## src/rtl/trap_ctrl.sv

```systemverilog
// Machine-mode trap sequencer: owns MIE/MPIE/MPP and privilege, sequences flush -> update -> redirect.
// Optional U-mode support is enabled by defining USER_MODE_EN.
module trap_ctrl #(
  parameter int FLUSH_TIMEOUT = 15,
  parameter int IRQ_CODE      = 11
) (
  input  logic        clk,
  input  logic        rst,
  input  logic        exc_req,
  input  logic [4:0]  exc_cause,
  input  logic        irq_pending,
  input  logic        mret_req,
  input  logic        csr_we,
  input  logic [31:0] csr_wdata,
  input  logic        flush_ack,
  input  logic        redirect_ready,
  output logic        flush_req,
  output logic        redirect_valid,
  output logic        redirect_is_mret,
  output logic        busy,
  output logic        flush_timeout,
  output logic [1:0]  priv,
  output logic [31:0] mcause,
  output logic [31:0] mstat
);

  typedef enum logic [1:0] {IDLE, FLUSH, UPDATE, REDIRECT} state_t;

  localparam logic [7:0] FLUSH_LIMIT = 8'(FLUSH_TIMEOUT - 1);
  localparam logic [4:0] IRQ_CODE5   = 5'(IRQ_CODE);

  state_t     state;
  logic [7:0] cnt;
  logic       mie;
  logic       mpie;
  logic [1:0] mpp;
  logic [1:0] priv_q;
  logic       ev_mret;
  logic       ev_irq;
  logic [4:0] ev_cause;

  logic       mret_illegal;
  logic       take_exc;
  logic       take_irq;
  logic       take_mret;
  logic       accept;
  logic       unused_wdata;

`ifdef USER_MODE_EN
  assign mret_illegal = mret_req && (priv_q != 2'b11);
  assign unused_wdata = ^{csr_wdata[31:13], csr_wdata[10:8], csr_wdata[6:4], csr_wdata[2:0]};
`else
  // Without U-mode the core can never leave M, so privilege and MPP are constants.
  assign mpp          = 2'b11;
  assign priv_q       = 2'b11;
  assign mret_illegal = 1'b0;
  assign unused_wdata = ^{csr_wdata[31:8], csr_wdata[6:4], csr_wdata[2:0]};
`endif

  assign take_exc  = exc_req || mret_illegal;
  assign take_irq  = !take_exc && irq_pending && mie;
  assign take_mret = !take_exc && !take_irq && mret_req;
  assign accept    = take_exc || take_irq || take_mret;

  assign priv  = priv_q;
  assign mstat = {19'b0, mpp, 3'b0, mpie, 3'b0, mie, 3'b0};

  always_ff @(posedge clk) begin
    if (!rst) begin
      state            <= IDLE;
      cnt              <= 8'd0;
      mie              <= 1'b0;
      mpie             <= 1'b0;
`ifdef USER_MODE_EN
      mpp              <= 2'b11;
      priv_q           <= 2'b11;
`endif
      ev_mret          <= 1'b0;
      ev_irq           <= 1'b0;
      ev_cause         <= 5'd0;
      mcause           <= 32'd0;
      flush_req        <= 1'b0;
      redirect_valid   <= 1'b0;
      redirect_is_mret <= 1'b0;
      busy             <= 1'b0;
      flush_timeout    <= 1'b0;
    end else begin
      case (state)
        IDLE: begin
          // A CSR write in the accepting cycle lands first, so UPDATE sees it.
          if (csr_we) begin
            mie  <= csr_wdata[3];
            mpie <= csr_wdata[7];
`ifdef USER_MODE_EN
            if (csr_wdata[12:11] == 2'b00 || csr_wdata[12:11] == 2'b11)
              mpp <= csr_wdata[12:11];
`endif
          end
          if (accept) begin
            state            <= FLUSH;
            cnt              <= 8'd0;
            flush_req        <= 1'b1;
            busy             <= 1'b1;
            ev_mret          <= take_mret;
            ev_irq           <= take_irq;
            ev_cause         <= exc_req ? exc_cause : 5'd2;
            redirect_is_mret <= take_mret;
          end
        end
        FLUSH: begin
          if (flush_ack || cnt == FLUSH_LIMIT) begin
            state     <= UPDATE;
            flush_req <= 1'b0;
            if (!flush_ack)
              flush_timeout <= 1'b1;
          end else begin
            cnt <= cnt + 8'd1;
          end
        end
        UPDATE: begin
          state          <= REDIRECT;
          redirect_valid <= 1'b1;
          if (ev_mret) begin
            mie  <= mpie;
            mpie <= 1'b1;
`ifdef USER_MODE_EN
            priv_q <= mpp;
            mpp    <= 2'b00;
`endif
          end else begin
            mpie <= mie;
            mie  <= 1'b0;
`ifdef USER_MODE_EN
            mpp    <= priv_q;
            priv_q <= 2'b11;
`endif
            mcause <= ev_irq ? {1'b1, 26'b0, IRQ_CODE5} : {1'b0, 26'b0, ev_cause};
          end
        end
        REDIRECT: begin
          if (redirect_ready) begin
            state            <= IDLE;
            redirect_valid   <= 1'b0;
            redirect_is_mret <= 1'b0;
            busy             <= 1'b0;
          end
        end
        default: state <= IDLE;
      endcase
    end
  end

endmodule

```

## config.mk

```make
export PLATFORM = sky130hd
export DESIGN_NAME = trap_ctrl
export DESIGN_NICKNAME = d
export VERILOG_FILES = /design/src/rtl/trap_ctrl.sv
export SDC_FILE = /design/constraint.sdc
export NUM_CORES = 1
export LEC_CHECK = 0
export ABC_AREA = 1
export CAP_MARGIN = 25
export CORE_ASPECT_RATIO = 0.75
export CORE_MARGIN = 5
export CORE_UTILIZATION = 35
export CTS_BUF_LIST = sky130_fd_sc_hd__clkbuf_8
export DETAILED_ROUTE_END_ITERATION = 10
export PLACE_DENSITY = 0.85
export SKIP_LAST_GASP = 1
export SLEW_MARGIN = 5
export SYNTH_ARGS = -nofsm -noshare
export SYNTH_HDL_FRONTEND = slang
export SYNTH_SLANG_ARGS = --single-unit
```

## constraint.sdc

```tcl
create_clock -name clk -period 1.36 [get_ports clk]
set_input_delay 0.272 -clock clk [delete_from_list [all_inputs] [get_ports clk]]
set_output_delay 0.272 -clock clk [all_outputs]
set_load 0.02 [all_outputs]
```

==> qor.yml <==
min_path:
  min_path_type: "register to register"
grt:
  grt_overflow_total: 0
  antenna_found_initial: 0
  grt_util_all_layers: 0.119
  grt_pass1_wl_mm: 6.98
  grt_max_degree: 10
  grt_pass1_vias: 1537
place:
  place_hpwl_mm: 3.48
  post-place-cells: 394
  gp_congestion: 0.864
  io_buffers: 27
setup_path:
  cp.arrival_ns: 1.58
  rr_startpoint: "state[0]"
  r2r_end: "cnt[5]"
  crit_type: "register to register"
  reg2reg_slack_ns: -0.03
  worstSetupEndpointType: "register"
  critPathLaunch: "state[0]"
  cp-start-kind: "register"
  cp.required_ns: 1.55
  endpoint: "cnt[5]"
  path_max_fanout: 7
  worstRegToRegCells: 8
sta:
  rsz0062_at_grt: "yes"
  clock_skew_ns: 0.00569
  min_period_over_period: 1.02
  fin_ws_ns: -0.0312
  hold_viol: 0
  max_freq_mhz: 719
  finalSetupViolCount: 7
  final-max-slew-violation-count: 0
  fin_crit_ns: 1.39
  setup-tns-final_ns: -0.127
clocking:
  path_clk_slew_ns: 0.06
  clockBufferDepth: 2
  numClockSinks: 30
  ctsHoldBuffers: 0
  cts_root_buffer: "clkbuf_8"
  htree_levels: 2
  cts_tree: "built"
  numCtsBuffers: 5
  insertion_delay_ns: 0.29
logic_synthesis:
  synth_area_per_cell_sq_um: 7.19
  synth.ff_latch_count: 30
  syn_area_sq_um: 1970
  synthDistinctLibCells: 26
  synthCells: 274
  seq_area_frac_synth: 0.305
  synth_warnings: 0
cells_and_area:
  layout_commonest_cell: "conb_1"
  drive_gt1_frac: 0.277
  final_cell_mix: "conb_1, nand2_1, dfxtp_1"
  fillers: 490
  seq_area_sq_um: 611
  n_antenna_cell: 0
  nets: 379
  syn2layout_area_growth_pct: 33.4
  final_cells: 404
  multi_input_area_sq_um: 1190
power:
  power_leakage_nw: 1.24
  power_density_nw_per_um2: 2000
  irDropWorstVdd_uv: 1050
route:
  num_vias: 1775
  remaining_drc_errors: 0
  drtIter0Drc: 149
  vias_per_cell: 4.39
  wirelength_mm: 5.09
  detail-route-antenna-nets: 0
  drtPass1Iterations: 4
  wire_per_inst_um: 12.6
die:
  dieArea_sq_um: 7240
  initial_core_util: 0.364
  die_y_um: 75.0
  pin_count: 116
  die_x_um: 96.6
  core-area_sq_um: 5410
  row_count: 23
outcome:
  outcome: "finished, violations left"
  violations: "negative setup slack"
job:
  maxCapViolations: 0
==> stage by stage <==
stage / total power, mW / util / setup WS, ns / instance area [sq um] / hold WS, ns
after floorplan: 2.93 / - / 0.00138 / 2190 / 0.372
after global placement: 3.61 / 0.417 / -0.246 / 2260 / 0.445
after detailed placement: 3.69 / 0.417 / -0.252 / 2260 / 0.454
after CTS: 4.78 / 0.451 / -0.00621 / 2440 / 0.461
after global routing: 5.54 / 0.485 / -0.129 / 2630 / 0.487
final: 5.25 / 0.485 / -0.0312 / 2630 / 0.456
==> state kept, by name (all words and copies together) (netlist names) <==
name	flops
state	2
flush_req	1
redirect_valid	1
redirect_is_mret	1
mcause	6
ev_cause	5
busy	1
ev_irq	1
mpie	1
mie	1
cnt	8
ev_mret	1
flush_timeout	1
==> cells by family after synthesis <==
logic type,synth area share
compound gates,0.123
fa+ha+maj,0.0381
buf+inv,0.312
flops,0.305
other cells,0.00381
simple gates,0.218
==> cell usage after synthesis <==
cell type  count  area (sq um)
nor2_1        22          82.6
clkbuf_8       2          27.5
o21ai_1        1          5.00
nand2_1       47           176
o21ai_0        7          35.0
dfxtp_1       30           601
nand3_1       16          80.1
clkbuf_1       2          7.51
a21oi_1       24           120
ha_1           6          75.1
buf_2          1          5.00
o22ai_1        1          6.26
or2_2          2          12.5
a22oi_1        4          30.0
buf_6          1          11.3
buf_4         61           458
o21ai_4        1          16.3
o21a_1         1          7.51
a211oi_1       2          15.0
inv_1         28           105
nand3_2        3          30.0
conb_1         2          7.51
nor3_1         7          35.0
nand2_2        1          6.26
nand4_1        1          6.26
o21bai_1       1          7.51
==> layer usage <==
layer	share of wire	vias up	track usage
li1	-	865	-
met1	0.39	816	0.146
met2	0.51	86	0.206
met3	0.091	8	0.0296
met4	0.011	0	0.0483
met5	0	-	0
==> power breakdown <==
part | switching, mW | internal, mW
Sequential | 0.163 | 1.13
Clock | 0.336 | 0.532
Combinational | 1.76 | 1.34
==> how the worst min path moves through the flow <==
stage	depth (start not counted)	end	slack, ns	from
5_1_grt	2	redirect_is_mret	0.49	redirect_is_mret
4_1_cts	2	redirect_is_mret	0.46	redirect_is_mret
3_5_place_dp	2	redirect_is_mret	0.45	redirect_is_mret
2_1_floorplan	1	redirect_valid	0.37	redirect_ready
3_3_place_gp	2	ev_cause[1]	0.44	ev_cause[1]
6_report	2	redirect_is_mret	0.46	redirect_is_mret
==> worst max-delay path, stage by stage, from the launching register on <==
cell	delay [ns]
dfxtp_4	0.37
buf_6	0.10
ha_4	0.15
inv_4	0.05
o21ai_4	0.27
buf_6	0.16
nand3_2	0.07
nand2_1	0.08
nor2_1	0.05
==> final cells by class <==
cell class                 instances  share of cell area
clock inverter                     3              0.0143
inverter                          28              0.0419
timing repair buffer              58               0.197
tap                               75              0.0357
sequential                        30               0.232
clock buffer                       5              0.0262
multi-input combinational        205               0.453
==> what timing repair did <==
action / in CTS / in global routing
endpoints found under the hold margin: 0 / 0
resized for setup: 41 / 44
endpoints found under the setup margin: 36 / 26
pin swaps: 3 / 16
setup buffers: 1 / 1
(Power assumes the default switching activity.)
